==> config.mk <==
export PLATFORM = sky130hd
export DESIGN_NAME = phys_reg_free_list_flat
export DESIGN_NICKNAME = d
export VERILOG_FILES = /design/src/rtl/rename_pkg.sv /design/src/rtl/phys_reg_free_list_if.sv /design/src/rtl/free_lane_compactor.sv /design/src/rtl/phys_reg_free_list.sv /design/src/flat_wrapper.sv
export SDC_FILE = /design/constraint.sdc
export NUM_CORES = 2
export LEC_CHECK = 0
export ABC_AREA = 1
export ABC_CLOCK_PERIOD_IN_PS = 9000
export CAP_MARGIN = 20
export CELL_PAD_IN_SITES_DETAIL_PLACEMENT = 1
export CELL_PAD_IN_SITES_GLOBAL_PLACEMENT = 1
export CORE_UTILIZATION = 44
export CTS_BUF_LIST = sky130_fd_sc_hd__clkbuf_8
export CTS_CLUSTER_DIAMETER = 60
export DETAILED_ROUTE_END_ITERATION = 8
export PLACE_DENSITY = 0.83
export REMOVE_ABC_BUFFERS = 1
export SLEW_MARGIN = 10
export SYNTH_ARGS = -nofsm -noshare
export SYNTH_HDL_FRONTEND = slang
export SYNTH_SLANG_ARGS = --single-unit
==> constraint.sdc <==
create_clock -name clk -period 9 [get_ports clk]
set_input_delay 1.35 -clock clk [delete_from_list [all_inputs] [get_ports clk]]
set_output_delay 1.35 -clock clk [all_outputs]
set_load 0.01 [all_outputs]
==> src/rtl/rename_pkg.sv <==
// rtl/rename_pkg.sv - shared rename/ROB constants and tag types
// Purpose: common definitions used by the free list, rename stage and ROB.
// Contents: physical/architectural register counts, rename width, free-list
//           window size, tag typedefs and the free-list pointer type.
package rename_pkg;

  localparam int NUM_PHYS     = 64;
  localparam int NUM_ARCH     = 32;
  localparam int RENAME_WIDTH = 4;
  localparam int FREE_WINDOW  = 16;
  localparam int FL_DEPTH     = NUM_PHYS - NUM_ARCH;

  typedef logic [5:0] phys_tag_t;
  typedef logic [4:0] arch_tag_t;

  // 5 index bits plus 1 wrap bit, so full (32) and empty (0) are distinct.
  typedef logic [5:0] fl_ptr_t;

endpackage

==> src/rtl/phys_reg_free_list_if.sv <==
// rtl/phys_reg_free_list_if.sv - rename/commit bus of the physical register free list
// Purpose: groups the allocation, commit and window signals of the free list.
// Signals:
//   alloc_count        tags rename consumes this cycle (0..4)
//   commit_free_valid  per-lane valid for released tags
//   commit_free_reg    old destination tags released at commit
//   commit_alloc_count retired instructions with rd!=0 this cycle (0..4)
//   flush              discard all speculative allocations
//   free_regs_out      window of free tags, entry k = fifo[head+k]
//   free_regs_valid    min(free_count,15)
//   free_count         exact number of free tags (0..32)
//   empty              free_count==0
//   err                one-cycle protocol violation pulse
// Modports: master = rename/ROB side, slave = free list.
interface phys_reg_free_list_if;
  import rename_pkg::*;

  logic [2:0]              alloc_count;
  logic [RENAME_WIDTH-1:0] commit_free_valid;
  phys_tag_t               commit_free_reg [RENAME_WIDTH];
  logic [2:0]              commit_alloc_count;
  logic                    flush;

  phys_tag_t               free_regs_out [FREE_WINDOW];
  logic [3:0]              free_regs_valid;
  logic [5:0]              free_count;
  logic                    empty;
  logic                    err;

  modport master (
    output alloc_count, commit_free_valid, commit_free_reg,
           commit_alloc_count, flush,
    input  free_regs_out, free_regs_valid, free_count, empty, err
  );

  modport slave (
    input  alloc_count, commit_free_valid, commit_free_reg,
           commit_alloc_count, flush,
    output free_regs_out, free_regs_valid, free_count, empty, err
  );

endinterface

==> src/rtl/free_lane_compactor.sv <==
// rtl/free_lane_compactor.sv - packs valid, non-zero commit-free lanes into a dense list
// Purpose: combinational compaction of the released tags in lane order
//          (lane 0 first); tag 0 is hard-wired x0 and is filtered out.
// Ports:
//   i_valid    per-lane valid
//   i_tag      per-lane released tag
//   o_tag      dense list, entries >= o_count are 0
//   o_count    number of kept tags (0..4)
//   o_dropped  a valid lane carried tag 0 and was discarded
module free_lane_compactor
  import rename_pkg::*;
(
  input  logic [RENAME_WIDTH-1:0] i_valid,
  input  phys_tag_t               i_tag [RENAME_WIDTH],
  output phys_tag_t               o_tag [RENAME_WIDTH],
  output logic [2:0]              o_count,
  output logic                    o_dropped
);

  always_comb begin
    o_count   = '0;
    o_dropped = 1'b0;
    for (int i = 0; i < RENAME_WIDTH; i++) begin
      o_tag[i] = '0;
    end
    for (int i = 0; i < RENAME_WIDTH; i++) begin
      if (i_valid[i]) begin
        if (i_tag[i] != '0) begin
          o_tag[o_count[1:0]] = i_tag[i];
          o_count             = o_count + 3'd1;
        end else begin
          o_dropped = 1'b1;
        end
      end
    end
  end

endmodule

==> src/rtl/phys_reg_free_list.sv <==
// rtl/phys_reg_free_list.sv - circular free list of physical register tags for rename
// Purpose: holds the 32 free physical tags, exposes a 16-entry window to
//          rename, takes back up to 4 released tags per cycle from commit and
//          rolls speculative allocations back to the committed pointer on flush.
// Ports:
//   clk    clock
//   reset  synchronous, active-high
//   bus    free-list bus (slave side), see phys_reg_free_list_if
module phys_reg_free_list
  import rename_pkg::*;
(
  input  logic                 clk,
  input  logic                 reset,
  phys_reg_free_list_if.slave  bus
);

  phys_tag_t  r_fifo [FL_DEPTH];
  fl_ptr_t    r_head;    // allocation pointer (speculative)
  fl_ptr_t    r_chead;   // committed-allocation pointer
  fl_ptr_t    r_tail;    // free pointer
  logic       r_err;

  logic [5:0] w_free_count;
  logic [5:0] w_alloc_ext;
  logic       w_alloc_err;
  logic [5:0] w_outstanding;
  logic [5:0] w_cac_ext;
  logic       w_clamp_err;
  fl_ptr_t    w_chead_next;
  fl_ptr_t    w_head_next;
  phys_tag_t  w_free_tags [RENAME_WIDTH];
  logic [2:0] w_free_cnt;
  logic       w_zero_drop;
  logic [6:0] w_occupancy;
  logic       w_full_err;
  fl_ptr_t    w_tail_next;
  logic [4:0] w_wr_idx [RENAME_WIDTH];

  free_lane_compactor u_compactor (
    .i_valid   (bus.commit_free_valid),
    .i_tag     (bus.commit_free_reg),
    .o_tag     (w_free_tags),
    .o_count   (w_free_cnt),
    .o_dropped (w_zero_drop)
  );

  always_comb begin
    w_free_count  = r_tail - r_head;
    w_alloc_ext   = {3'b000, bus.alloc_count};
    // alloc_count is ignored entirely in a flush cycle
    w_alloc_err   = !bus.flush &&
                    ((bus.alloc_count > 3'd4) || (w_alloc_ext > w_free_count));

    // chead may never overtake head; if the ROB retires more than is
    // outstanding, clamp to head instead of corrupting the pointer order.
    w_outstanding = r_head - r_chead;
    w_cac_ext     = {3'b000, bus.commit_alloc_count};
    w_clamp_err   = w_cac_ext > w_outstanding;
    w_chead_next  = w_clamp_err ? r_head : r_chead + w_cac_ext;

    if (bus.flush) begin
      w_head_next = w_chead_next;
    end else if (w_alloc_err) begin
      w_head_next = r_head;
    end else begin
      w_head_next = r_head + w_alloc_ext;
    end

    // Entries owned by the list after this cycle: free ones plus those still
    // speculatively allocated. More than 32 means a tag is being freed twice.
    w_occupancy = {1'b0, r_tail - w_chead_next} + {4'b0000, w_free_cnt};
    w_full_err  = w_occupancy > 7'd32;
    w_tail_next = w_full_err ? r_tail : r_tail + {3'b000, w_free_cnt};

    for (int j = 0; j < RENAME_WIDTH; j++) begin
      w_wr_idx[j] = r_tail[4:0] + 5'(j);
    end
  end

  always_ff @(posedge clk) begin
    if (reset) begin
      for (int i = 0; i < FL_DEPTH; i++) begin
        r_fifo[i] <= phys_tag_t'(NUM_ARCH + i);
      end
      r_head  <= '0;
      r_chead <= '0;
      r_tail  <= fl_ptr_t'(FL_DEPTH);
      r_err   <= 1'b0;
    end else begin
      for (int j = 0; j < RENAME_WIDTH; j++) begin
        if (!w_full_err && (3'(j) < w_free_cnt)) begin
          r_fifo[w_wr_idx[j]] <= w_free_tags[j];
        end
      end
      r_head  <= w_head_next;
      r_chead <= w_chead_next;
      r_tail  <= w_tail_next;
      r_err   <= w_alloc_err | w_clamp_err | w_zero_drop | w_full_err;
    end
  end

  // Window and status depend only on registered state, so a write this cycle
  // (including a free into an empty list) shows up one cycle later.
  always_comb begin
    for (int k = 0; k < FREE_WINDOW; k++) begin
      if (6'(k) < w_free_count) begin
        bus.free_regs_out[k] = r_fifo[r_head[4:0] + 5'(k)];
      end else begin
        bus.free_regs_out[k] = '0;
      end
    end
    bus.free_regs_valid = (w_free_count > 6'd15) ? 4'd15 : w_free_count[3:0];
    bus.free_count      = w_free_count;
    bus.empty           = (w_free_count == 6'd0);
    bus.err             = r_err;
  end

  a_no_over_free: assert property (@(posedge clk) disable iff (reset) !w_full_err);

endmodule
==> src/flat_wrapper.sv <==
// flat-port wrapper written by rule: the top's interface ports become plain ports
module phys_reg_free_list_flat import rename_pkg::*;
  (clk, reset, bus_alloc_count, bus_commit_free_valid, bus_commit_free_reg, bus_commit_alloc_count, bus_flush, bus_free_regs_out, bus_free_regs_valid, bus_free_count, bus_empty, bus_err);
  phys_reg_free_list_if bus_i ();
  input  logic clk;
  input  logic reset;
  input wire logic [$bits(bus_i.alloc_count)-1:0] bus_alloc_count;
  input wire logic [$bits(bus_i.commit_free_valid)-1:0] bus_commit_free_valid;
  input wire logic [$bits(bus_i.commit_free_reg)-1:0] bus_commit_free_reg;
  input wire logic [$bits(bus_i.commit_alloc_count)-1:0] bus_commit_alloc_count;
  input wire logic [$bits(bus_i.flush)-1:0] bus_flush;
  output wire logic [$bits(bus_i.free_regs_out)-1:0] bus_free_regs_out;
  output wire logic [$bits(bus_i.free_regs_valid)-1:0] bus_free_regs_valid;
  output wire logic [$bits(bus_i.free_count)-1:0] bus_free_count;
  output wire logic [$bits(bus_i.empty)-1:0] bus_empty;
  output wire logic [$bits(bus_i.err)-1:0] bus_err;
  assign bus_i.alloc_count = bus_alloc_count;
  assign bus_i.commit_free_valid = bus_commit_free_valid;
  assign bus_i.commit_free_reg = {>>{bus_commit_free_reg}};
  assign bus_i.commit_alloc_count = bus_commit_alloc_count;
  assign bus_i.flush = bus_flush;
  assign bus_free_regs_out = {>>{bus_i.free_regs_out}};
  assign bus_free_regs_valid = bus_i.free_regs_valid;
  assign bus_free_count = bus_i.free_count;
  assign bus_empty = bus_i.empty;
  assign bus_err = bus_i.err;
  phys_reg_free_list u_core (.clk(clk), .reset(reset), .bus(bus_i));
endmodule
==> impl_metrics.tcl <==
set metrics [dict create \
    outcome "complete, no violations" \
    numClockSinks 216 \
    final-max-slew-violation-count 0 \
    synth.distinct_cells 51 \
    final.period_utilization_pct 85.5 \
    synth.cells.most_frequent "nand2_1, o21ai_0, nor2_1" \
    ctsLongestPathBuffers 3 \
    synth_cells 4686 \
    tightestPinTransition_ns 1.37 \
    via_count 36300 \
    synth_area_um2 27400 \
    design.portCount 145 \
    yosys.area.top_type "edfxtp_1" \
    clock_skew_ns 0.0570 \
    critical_path.endpoint_type "flip-flop" \
    routed_wire_length_per_instance_um 29.4 \
    post_route_cells_drive_above_1_share_pct 4.82 \
    synth_most_common_cell "nand2_1" \
    die-height_um 252 \
    ys_async_sr_fraction_pct 0 \
    grt_remaining_overflow 0 \
    firstDrtPassIters 6 \
    min_period_ns 7.70 \
    relSlewSlack_pct 9.00 \
    drt_iter0_markers 4978 \
    grt_max_degree 225 \
    max_fanout_on_critical_path 17 \
    cts_setup_buffers 0 \
    number_of_register_bits_inferred_by_synthesis 216 \
    rows 91 \
    viasPerCell 6.53 \
    number_of_antenna_violations_at_the_first_check_in_global_routing 8 \
    clk_root_buffer_cell "clkbuf_8" \
    synth_enable_flop_cells 192 \
    h-tree-depth 2 \
    synth_top_flop_cell "edfxtp_1" \
    yosysSeqAreaShare_pct 22.8 \
    holdBufCountCts 0 \
    floorplan.initialDensity_pct 44.5 \
    clk_pin_slew_ns 0.06 \
    max_clock_freq_mhz 130 \
    setup.worst_path.class "in -> reg" \
    cpPeakStageDelay_ns 0.92 \
    post_synth_main_area_contributors "edfxtp_1, nand2_1, o21ai_0" \
    drt.antenna.violating_nets 0 \
    worst_ep_arrival_time_ns 7.95 \
    cts_resized 0 \
    placement.io_buffers 144 \
    worstSetupStartpointType "primary input" \
    die_w_um 252 \
    min_path_type "reg -> reg" \
    worstHoldPathCells 2 \
    tritoncts "done" \
    clock_insertion_delay_worst_skew_ns 0.62 \
    avgSynthCellArea_um2 5.85 \
    report.final.hold_viol_count 0 \
    report.final.setup_viol 0 \
    clock_buffer_count_from_cts 39 \
    grtUsageTotal_pct 50.1 \
    unrepaired_setup_endpoints_after_global_routing "false" \
    rr_worst_depth 34 \
    synthDominantCellAreaShare_pct 21.0 \
    grt_first_pass_wirelength_um 233000 \
    core_region_area_um2 61600 \
    first_global_vias 33800 \
    detail_route.drc_violations 0 \
    wl_um 163000 \
    post_layout_net_count 4781 \
    maxCapViolations 0 \
    syn2layout_area_growth_pct 11.4 \
    ys.warnings.count 0 \
    dp_hpwl_um 123000 \
    crit_path_top_delay_cell "inv_1" \
    worst_ep_required_time_ns 9.25 \
    floorplan.die_area_um2 63400 \
    fin_setup_tns_ns 0 \
    routabilityCongestion 1.14 \
]
==> per-stage QoR <==
| stage | std cells | cell area [um^2] | hold WS, ns | worst slack [ns] | util (%) |
|---|---|---|---|---|---|
| final | 5556 | 30600 | 0.631 | 1.30 | 49.6 |
| after global routing | 5550 | 30500 | 0.662 | 0.910 | 49.6 |
| after CTS | 5547 | 30500 | 0.629 | 1.55 | 49.5 |
| after detailed placement | 5475 | 29700 | 0.622 | 0.968 | 48.2 |
| after global placement | 5473 | 29600 | 0.596 | 1.20 | 48.1 |
| after floorplan | 4401 | 26300 | 0.504 | -3.85 | - |
==> layout by cell type (no fill, tap or decap), types with 13 or more instances in the layout <==
cell type	instances
dfxtp_1	20
o21ai_0	669
inv_2	13
inv_1	446
ha_1	56
nand4_1	61
nor3_1	53
o211ai_1	59
clkbuf_8	41
a211oi_1	32
mux2i_1	89
xor2_1	30
edfxtp_1	192
a21oi_1	372
clkinv_1	20
nor2_1	494
nand2_1	1288
a31oi_1	14
buf_4	91
o22ai_1	28
clkdlybuf4s50_1	144
nand3_1	287
a221oi_1	60
o311ai_0	20
==> registers in the layout, indices dropped and copies added (netlist names), named ones only <==
register and count:
u_core.r_head 6, u_core.bus.err 1, u_core.r_chead 6, u_core.r_tail 6
u_core.r_fifo 192
==> metal layers <==
metal | vias to the layer above | track usage, % | routed length, um
li1 | 15800 | - | -
met1 | 17100 | 62.3 | 60300
met2 | 2546 | 73.7 | 66700
met3 | 758 | 12.5 | 20100
met4 | 4 | 40.1 | 15900
met5 | - | 0 | 23
==> critical path, delay by kind of cell <==
family                   cells  cell delay (ns)
AND/OR/NAND/NOR             16             2.95
buffers and inverters        7             1.84
AO/OA/AOI/OAI                2             0.72
adder cells (fa/ha/maj)      4             1.05
==> area by class of cell <==
| cell class | count | area, um^2 |
|---|---|---|
| clock buffers | 41 | 564 |
| diodes | 7 | 17.5 |
| clock inverters | 31 | 279 |
| well taps | 837 | 1050 |
| fillers | 8663 | 31000 |
| inverters | 468 | 1760 |
| flip-flops and latches | 216 | 6260 |
| multi-input cells | 3717 | 18400 |
| repair buffers | 239 | 2210 |
==> cell families (layout without fill, tap and decap cells) <==
family / Yosys count / count (layout) / share of synthesized area [%]
and+or+nand+nor: 2227 / 2227 / 33.2
AOI/OAI and AO/OA: 1303 / 1303 / 26.2
buffers and inverters: 753 / 779 / 10.4
DFF: 216 / 216 / 22.8
muxes: 89 / 89 / 3.25
adders and majority gates: 63 / 63 / 3.04
xor gates and xnor gates: 35 / 35 / 1.12
other: 0 / 7 / 0
==> worst paths after layout <==
path	slack (ns)	start	endpoint
setup / recovery	1.30	bus_commit_free_reg[14]	u_core.r_fifo[25][3]$_DFFE_PP_
hold / removal	0.63	u_core.r_tail[5]$_SDFFE_PP1N_	u_core.r_tail[5]$_SDFFE_PP1N_
setup reg to reg	1.47	u_core.r_head[0]$_SDFFE_PP0N_	u_core.r_fifo[25][3]$_DFFE_PP_
hold reg to reg	0.63	u_core.r_tail[5]$_SDFFE_PP1N_	u_core.r_tail[5]$_SDFFE_PP1N_
Power is left out: the tool's default activity adds up to more than one toggle a clock period on the data nets, which glitch-free logic cannot reach.
